### src/rtl/prog_loader_pkg.sv
// prog_loader_pkg: FSM state encodings and small helpers shared by the
// program loader and its address/remaining counter.
package prog_loader_pkg;

    localparam int LDR_ST_W = 3;

    typedef enum logic [LDR_ST_W-1:0] {
        LDR_ST_IDLE  = 3'd0,
        LDR_ST_HDR   = 3'd1,
        LDR_ST_DATA  = 3'd2,
        LDR_ST_CKSUM = 3'd3,
        LDR_ST_DONE  = 3'd4
    } ldr_state_e;

    // The stream is accepted in every state that consumes a byte.
    function automatic logic ldr_accepts(input ldr_state_e st);
        return (st == LDR_ST_HDR) ||
               (st == LDR_ST_DATA) ||
               (st == LDR_ST_CKSUM);
    endfunction

endpackage

### src/rtl/ldr_addr_ctr.sv
// ldr_addr_ctr: wrapping RAM address counter plus down-counting
// remaining-byte counter for the program loader.
module ldr_addr_ctr
    import prog_loader_pkg::*;
#(
    parameter int ADDR_W = 8,
    parameter int CNT_W  = 8,
    parameter logic [ADDR_W-1:0] BASE_ADDR = '0
) (
    input  logic              clk,
    input  logic              rst,
    input  logic              load_i,
    input  logic              len_we_i,
    input  logic [CNT_W-1:0]  len_i,
    input  logic              step_i,
    output logic [ADDR_W-1:0] addr_o,
    output logic              last_o
);

    logic [ADDR_W-1:0] addr_q, addr_d;
    logic [CNT_W-1:0]  rem_q, rem_d;

    always_comb begin
        addr_d = addr_q;
        rem_d  = rem_q;
        if (load_i) begin
            addr_d = BASE_ADDR;
            rem_d  = '0;
        end else begin
            if (len_we_i) begin
                rem_d = len_i;
            end
            if (step_i) begin
                // Address wraps naturally at 2^ADDR_W.
                addr_d = addr_q + ADDR_W'(1);
                if (rem_q != '0) begin
                    rem_d = rem_q - CNT_W'(1);
                end
            end
        end
    end

    always_ff @(posedge clk or posedge rst) begin
        if (rst) begin
            addr_q <= BASE_ADDR;
            rem_q  <= '0;
        end else begin
            addr_q <= addr_d;
            rem_q  <= rem_d;
        end
    end

    assign addr_o = addr_q;
    assign last_o = (rem_q == '0);

endmodule

### src/rtl/prog_loader.sv
// prog_loader: streams a LEN-prefixed image into CPU RAM while holding the CPU
// in reset. Define LOADER_CHECKSUM_EN to require a trailing checksum byte.
module prog_loader
    import prog_loader_pkg::*;
#(
    parameter int ADDR_W = 8,
    parameter int DATA_W = 8,
    parameter logic [ADDR_W-1:0] BASE_ADDR = '0
) (
    input  logic              clk,
    input  logic              rst,
    input  logic              ld_start,
    input  logic [DATA_W-1:0] ld_data,
    input  logic              ld_valid,
    output logic              ld_ready,
    output logic [ADDR_W-1:0] ram_addr,
    output logic [DATA_W-1:0] ram_data,
    output logic              ram_write_en,
    output logic              cpu_hold,
    output logic              ld_done,
    output logic              ld_error
);

    ldr_state_e        state_q, state_d;
    logic [ADDR_W-1:0] addr_q;
    logic [DATA_W-1:0] data_q;
    logic              we_q;
    logic              hold_q, hold_d;

    logic              xfer;
    logic              start_load;
    logic              len_we;
    logic              step;
    logic              last;
    logic [ADDR_W-1:0] ctr_addr;

    assign ld_ready = ldr_accepts(state_q);
    assign xfer     = ld_valid & ld_ready;

    ldr_addr_ctr #(
        .ADDR_W    (ADDR_W),
        .CNT_W     (DATA_W),
        .BASE_ADDR (BASE_ADDR)
    ) u_ctr (
        .clk      (clk),
        .rst      (rst),
        .load_i   (start_load),
        .len_we_i (len_we),
        .len_i    (ld_data),
        .step_i   (step),
        .addr_o   (ctr_addr),
        .last_o   (last)
    );

`ifdef LOADER_CHECKSUM_EN
    logic [DATA_W-1:0] sum_q, sum_d;
    logic              err_q, err_d;
    logic              ck_bad;

    assign ck_bad = (ld_data != sum_q);
`endif

    always_comb begin
        state_d    = state_q;
        hold_d     = hold_q;
        start_load = 1'b0;
        len_we     = 1'b0;
        step       = 1'b0;
`ifdef LOADER_CHECKSUM_EN
        sum_d      = sum_q;
        err_d      = err_q;
`endif
        unique case (state_q)
            LDR_ST_IDLE: begin
                if (ld_start) begin
                    state_d    = LDR_ST_HDR;
                    hold_d     = 1'b1;
                    start_load = 1'b1;
`ifdef LOADER_CHECKSUM_EN
                    sum_d      = '0;
                    err_d      = 1'b0;
`endif
                end
            end
            LDR_ST_HDR: begin
                if (xfer) begin
                    len_we  = 1'b1;
                    state_d = LDR_ST_DATA;
                end
            end
            LDR_ST_DATA: begin
                if (xfer) begin
                    step = 1'b1;
`ifdef LOADER_CHECKSUM_EN
                    sum_d = sum_q + ld_data;
                    if (last) begin
                        state_d = LDR_ST_CKSUM;
                    end
`else
                    // Without a checksum the image is trusted once written.
                    if (last) begin
                        state_d = LDR_ST_DONE;
                        hold_d  = 1'b0;
                    end
`endif
                end
            end
            LDR_ST_CKSUM: begin
`ifdef LOADER_CHECKSUM_EN
                if (xfer) begin
                    err_d   = ck_bad;
                    hold_d  = ck_bad;
                    state_d = LDR_ST_DONE;
                end
`else
                state_d = LDR_ST_IDLE;
`endif
            end
            LDR_ST_DONE: begin
                state_d = LDR_ST_IDLE;
            end
            default: begin
                state_d = LDR_ST_IDLE;
            end
        endcase
    end

    always_ff @(posedge clk or posedge rst) begin
        if (rst) begin
            state_q <= LDR_ST_IDLE;
            addr_q  <= BASE_ADDR;
            data_q  <= '0;
            we_q    <= 1'b0;
            hold_q  <= 1'b1;
        end else begin
            state_q <= state_d;
            hold_q  <= hold_d;
            we_q    <= step;
            if (step) begin
                addr_q <= ctr_addr;
                data_q <= ld_data;
            end
        end
    end

`ifdef LOADER_CHECKSUM_EN
    always_ff @(posedge clk or posedge rst) begin
        if (rst) begin
            sum_q <= '0;
            err_q <= 1'b0;
        end else begin
            sum_q <= sum_d;
            err_q <= err_d;
        end
    end

    assign ld_error = err_q;
`else
    assign ld_error = 1'b0;
`endif

    assign ram_addr     = addr_q;
    assign ram_data     = data_q;
    assign ram_write_en = we_q;
    assign cpu_hold     = hold_q;
    assign ld_done      = (state_q == LDR_ST_DONE);

endmodule

### config.mk
export PLATFORM = sky130hd
export DESIGN_NAME = prog_loader
export DESIGN_NICKNAME = d
export VERILOG_FILES = /design/src/rtl/prog_loader_pkg.sv /design/src/rtl/ldr_addr_ctr.sv /design/src/rtl/prog_loader.sv
export SDC_FILE = /design/constraint.sdc
export NUM_CORES = 1
export LEC_CHECK = 0
export CORE_AREA = 2 2 61 63
export CTS_BUF_LIST = sky130_fd_sc_hd__clkbuf_8
export DETAILED_ROUTE_END_ITERATION = 8
export DIE_AREA = 0 0 63 65
export PLACE_DENSITY = 0.8
export SLEW_MARGIN = 15
export SYNTH_ARGS = -nofsm -noshare
export SYNTH_HDL_FRONTEND = slang
export SYNTH_SLANG_ARGS = --single-unit
export TNS_END_PERCENT = 10
### constraint.sdc
create_clock -name clk -period 3.3 [get_ports clk]
set_input_delay 0.66 -clock clk [delete_from_list [all_inputs] [get_ports clk]]
set_output_delay 0.66 -clock clk [all_outputs]
set_load 0.1 [all_outputs]
==> results of run 1 <==
-- critical path: cells and delay by family --
| kind | cells | cell delay [ns] |
|---|---|---|
| buf+inv | 1 | 0.57 |
| compound gates | 1 | 0.14 |
| simple gates | 3 | 1.16 |
-- state kept, by name, indices dropped and copies added, names as in the netlist --
signal,count
state_q,3
cpu_hold,1
ram_addr,8
ram_write_en,1
ram_data,8
u_ctr.addr_o,8
u_ctr.rem_q,8
-- worst max-delay path by stage --
stage | startpoint | end | slack [ns] | cells after the start
4_1_cts | ld_valid | u_ctr.rem_q[1] | 0.96 | 5
2_1_floorplan | state_q[0] | ld_ready | 0.90 | 3
5_1_grt | ld_valid | u_ctr.rem_q[1] | 0.82 | 5
6_report | ld_valid | u_ctr.addr_o[7] | 0.98 | 5
3_3_place_gp | ld_valid | u_ctr.rem_q[1] | 0.78 | 5
3_5_place_dp | ld_valid | u_ctr.rem_q[1] | 0.67 | 5
-- cell usage after synthesis (2+ instances only) --
cell type	number	area [sq um]
a211oi_1	2	15.0
a21oi_1	6	30.0
a22oi_1	2	15.0
a31oi_1	3	18.8
and2_1	4	25.0
and3_1	2	12.5
buf_2	2	10.0
buf_6	2	22.5
clkbuf_1	2	7.51
dfrtp_1	36	901
ha_1	3	37.5
inv_1	7	26.3
mux2_2	16	180
nand2_1	9	33.8
nand3_1	4	20.0
nand3b_1	2	15.0
nand4_1	2	12.5
nor2_1	15	56.3
o21bai_1	2	15.0
or3_1	2	12.5
xor2_1	5	43.8
-- through the flow --
step	setup slack [ns]	utilization, %	hold slack, ns	area [sq um]	power (uW)
3_3_place_gp	0.784	59.8	0.462	2090	1930
3_5_place_dp	0.675	59.8	0.470	2090	1970
4_1_cts	0.965	63.0	0.482	2200	2360
6_report	0.977	63.0	0.478	2200	2340
5_1_grt	0.823	63.0	0.522	2200	2480
2_1_floorplan	0.902	-	0.489	1800	1720
-- area by class of cell --
| cell class | instances | area [sq um] |
|---|---|---|
| fillers | 298 | 1290 |
| flip-flops and latches | 37 | 927 |
| multi-input cells | 105 | 796 |
| repair buffers | 34 | 283 |
| clock buffers | 5 | 68.8 |
| well taps | 48 | 60.1 |
| clock inverters | 3 | 42.5 |
| inverters | 7 | 26.3 |
-- logic make-up (layout without fill, tap and decap cells) --
kind of cell             after synthesis  in the layout
AND/OR/NAND/NOR                       50             50
flip-flops                            37             37
AO/OA/AOI/OAI                         28             28
multiplexers                          17             17
buffers and inverters                 14             49
XOR/XNOR                               6              6
adder cells (fa/ha/maj)                3              3
other                                  1              1
-- metal layers --
layer	vias to the layer above	share of wire [%]	wire [um]	global-route usage, %
met3	4	3.4	122	6.94
met2	34	51	1850	33.8
met4	0	0.86	31	6.11
met5	-	0	0	0
li1	628	-	-	-
met1	668	45	1610	24.4
-- where the power goes --
group	total, uW	internal [uW]	switching, uW
sequential	720	589	131
combinational	1240	357	883
clock	382	224	159
total	2340	1170	1170
==> metrics.txt, run 1 <==
initial antenna violation count=0; count of cell types in the netlist=49; max-cap viol count=0; layout cell share with drive strength beyond 1=slightly below 30%; post-synthesis sequential area ratio=between 50% and 60%; CTS clock-pin slew for the worst setup and hold paths=around 0.080 ns; Worst EP arrival=roughly 2.6 ns; die width=63 um; number of global-route vias before repair=between 1000 and 1500; core area=3500 sq um; crit path cell chain=clkdlybuf4s50_1, and4bb_4, nand4_2, or3_1, a21oi_1; clock root buffer=clkbuf_8; Peak VDD IR=between 0.8 and 0.9 mV; post-synthesis mux area share=a little over a tenth; setup violators final=0; Setup Total Neg Slack=0 ns; Clock Latency Late Sink=0.29 ns; cell depth of the worst flop-to-flop path=4; first-pass GRT wire length=roughly 6300 um; final WL=around 3600 um; DP Cell Count=~230; largest net degree at the start of global routing=31; Final Net Count=205; async set or reset register ratio after synthesis=100%; Hold-fix buffers, CTS=0; synthesized-area fraction occupied by adder cells=between 2 and 2.5%; Setup CP Type=in -> reg; CP startpoint kind=input pin; Synth Area in XOR/XNOR=under 10%; FF+latch count, synth=37; worst reg2reg path startpoint=state_q[2]; fmax=430 MHz; RSZ-0062 raised after global routing=false; Resized Gates After CTS=0; post-route insts no fill=approximately 240; GPL Wtd Cong=roughly 0.86; compound-cell area share of the yosys netlist=between 10% and 20%; H-tree depth=2; wire per inst=15.1 um; largest family of logic cells by synthesized area=simple AND/OR/NAND/NOR gates; Post-Syn Area=roughly 1800 sq um; Clock Sink Count=37; Final Slew Violations=0; HP Class=reg -> reg; input/output buffers=31; worst-margin pin slew=around 0.7 ns; r2r setup slk=1.37 ns; RR Endpoint=u_ctr.addr_o[7]; Clock Skew=between 0.009 and 0.01 ns; Die Ht=around 65 um; CP max FO=30; area delta synth->final=22.6%; ANT nets after route=0; I/O pins=33; Slew HR=a little over half; first-pass iteration count of the detailed router=4; CP endpoint kind=flop; DR iter-0 viols=45; status=complete, no violations; initial core utilization=51.4%; Final Cycle Share=a little over two thirds; EDFF count, synth=0; Setup Fix Bufs, Post-CTS=0; GR Util All Layers=20.1%; PD cells=~1100 nW/um^2; residual DRC count=0; Gate Count Post-Synth=around 160; max incr delay on CP=roughly 0.57 ns; Synth Area in Simple Gates=16.6%; Hold Path Depth=2; yosys warns=0; DR vias=around 1300; TritonCTS clock tree=done; most common cell after layout, fill and taps aside=dfrtp_1; FP Rows=22; CP max stage cell=clkdlybuf4s50_1; die area=4100 sq um; post-DR vias/cell=between 5 and 6; Final HPWL DP=approximately 2500 um; Min-Delay Startpoint=cpu_hold; synthesized area per cell=11.5 sq um; Final min period=2.32 ns; grt ovf=0; ys flop type=dfrtp_1; antenna diode count=0; most frequent cells in the layout=dfrtp_1 (36), buf_4 (23), mux2_2 (16); LEAKAGE=slightly above 0.001 uW; Fin. Hold Viols=0; maximum root-to-sink buffer count=2; Worst Path Required=~3.5 ns; Mapped Nets=171; CTS Buf Count=5; hold path endpoint=cpu_hold
Power figures use the tool's default switching activity.
==> run 2, diff against run 1 <==
==> constraint.sdc (replaced) <==
create_clock -name clk -period 2.4 [get_ports clk]
set_input_delay 0.48 -clock clk [delete_from_list [all_inputs] [get_ports clk]]
set_output_delay 0.48 -clock clk [all_outputs]
set_load 0.1 [all_outputs]
==> metrics.txt, run 2 (same netlist as run 1, synthesis figures left out) <==
status=complete, no violations; Pint=1530 uW (+31%); RSZ-0062 raised after global routing=false; maximum root-to-sink buffer count=2 (unchanged); CTS clock-pin slew for the worst setup and hold paths=0.06 ns (-0.02 ns); Setup CP Type=reg -> reg; input/output buffers=31 (unchanged); worst-margin pin slew=0.517 ns (-0.169 ns); initial antenna violation count=0 (unchanged); r2r setup slk=0.43 ns (-0.94 ns); CTS Buf Count=5 (unchanged); initial core utilization=51.4% (unchanged); core area=3500 sq um (unchanged); residual DRC count=0 (unchanged); Clock Latency Late Sink=0.28 ns (about the same); Final HPWL DP=2500 um (about the same); HP Class=reg -> reg; Worst EP arrival=2.18 ns (-0.37 ns); Switching Share=50.8% (+0.72 points); Clock Skew=0.00317 ns (-0.00586 ns); max incr delay on CP=0.47 ns (-0.10 ns); Switch Pwr=1580 uW (+35%); Setup Total Neg Slack=0 ns (unchanged); first-pass iteration count of the detailed router=4 (unchanged); PD cells=1420 nW/um^2 (+34%); DR vias=1347 (+0.97%); grt ovf=0 (unchanged); setup violators final=0 (unchanged); H-tree depth=2 (unchanged); CP endpoint kind=flop; final WL=3540 um (-2.0%); CP max FO=8 (-73%); Resized Gates After CTS=0 (unchanged); sequential power share=31.5% (+0.8 points); most common cell after layout, fill and taps aside=dfrtp_1; DR iter-0 viols=64 (+42%); Final Cycle Share=between 80% and 90%; Reg area=927 sq um (unchanged); Slew HR=65.2% (+11 points); Final Slew Violations=0 (unchanged); Hold-fix buffers, CTS=0 (unchanged); Fin Hold WS=0.474 ns (-0.00438 ns); clock root buffer=clkbuf_8; CP max stage cell=nor3b_1; FP Rows=22 (unchanged); cell depth of the worst flop-to-flop path=6 (+2); number of global-route vias before repair=1312 (-3.6%); Fin. Hold Viols=0 (unchanged); wire per inst=14.7 um (-2.4%); I/O pins=33 (unchanged); GR Util All Layers=19.4% (-0.68 points); Logic pwr share=55.1% (+2.1 points); CP startpoint kind=flop; Peak VDD IR=0.911 mV (+3.7%); Hold Path Depth=2 (unchanged); LEAKAGE=0.00102 uW (about the same); Final min period=about 2.0 ns; ANT nets after route=0 (unchanged); antenna diode count=0 (unchanged); post-DR vias/cell=5.61 (+0.55%); fmax=roughly 510 MHz; largest net degree at the start of global routing=38 (+23%); Clock Sink Count=37 (unchanged); die width=63 um (unchanged); first-pass GRT wire length=6070 um (-3.7%); layout cell share with drive strength beyond 1=30.2% (+0.37 points); Final Net Count=207 (+0.98%); most frequent cells in the layout=dfrtp_1 (36), buf_4 (25), mux2_2 (16); Worst Path Required=2.61 ns (-0.91 ns); Die Ht=65 um (unchanged); Clk network pwr share=13.4% (-2.9 points); GPL Wtd Cong=0.863 (+0.10%); TritonCTS clock tree=done; die area=4100 sq um (unchanged); Multi-input gate area=796 sq um (unchanged); fillers=298 (unchanged); area delta synth->final=22.1%; crit path cell chain=inv_1, ha_1, nor3b_1, a21boi_2, a211o_1, a21oi_1; Setup Fix Bufs, Post-CTS=0 (unchanged); max-cap viol count=0 (unchanged)
-- run 2: cell types whose count changed in the layout (fill, tap and decap cells not counted) --
cell	previous run	this run
buf_4	23	25
clkinv_4	1	0
clkbuf_8	5	6
bufinv_16	1	0
-- run 2: per-stage QoR --
step	area [sq um]	setup slack [ns]	power, uW	utilization [%]	cells
after global placement	2110	0.288	2670	60.3	233
final	2190	0.433	3120	62.7	240
after detailed placement	2110	0.169	2710	60.3	233
after floorplan	1800	0.182	2360	-	156
after global routing	2190	0.266	3280	62.7	240
after CTS	2190	0.428	3140	62.7	240
-- run 2: worst paths after layout --
kind,start,endpoint
setup / recovery,u_ctr.rem_q[0],u_ctr.rem_q[2]
hold / removal,cpu_hold,cpu_hold
setup reg to reg,u_ctr.rem_q[0],u_ctr.rem_q[2]
hold reg to reg,cpu_hold,cpu_hold
max in group asynchronous,rst,cpu_hold
min in group asynchronous,rst,ram_addr[5]
-- run 2: power groups by stage --
stage,Sequential [uW],Clock [uW],Combinational [uW]
after detailed placement,991,0,1720
after global routing,1010,462,1810
after floorplan,1620,0,735
after CTS,981,438,1720
after global placement,981,0,1690
final,982,419,1720
-- run 2: layout make-up --
cell class | count | area share, %
flip-flops and latches | 37 | 42.3
multi-input cells | 105 | 36.3
repair buffers | 36 | 13.6
clock buffers | 6 | 3.76
well taps | 48 | 2.74
inverters | 7 | 1.20
clock inverters | 1 | 0.171
-- run 2: routing by layer --
metal	global-route usage (%)	vias to the layer above	part of all wire [%]
li1	-	636	-
met5	0	-	0
met1	24.2	671	45
met4	9.17	0	1.8
met3	5.38	6	4.8
met2	31.4	34	49
-- run 2: critical path: cells and delay by family (launching register included) --
family                   cells  cell delay (ns)
flip-flops                   1             0.42
AND/OR/NAND/NOR              1             0.47
AO/OA/AOI/OAI                3             0.67
buffers and inverters        1             0.12
adder cells (fa/ha/maj)      1             0.21
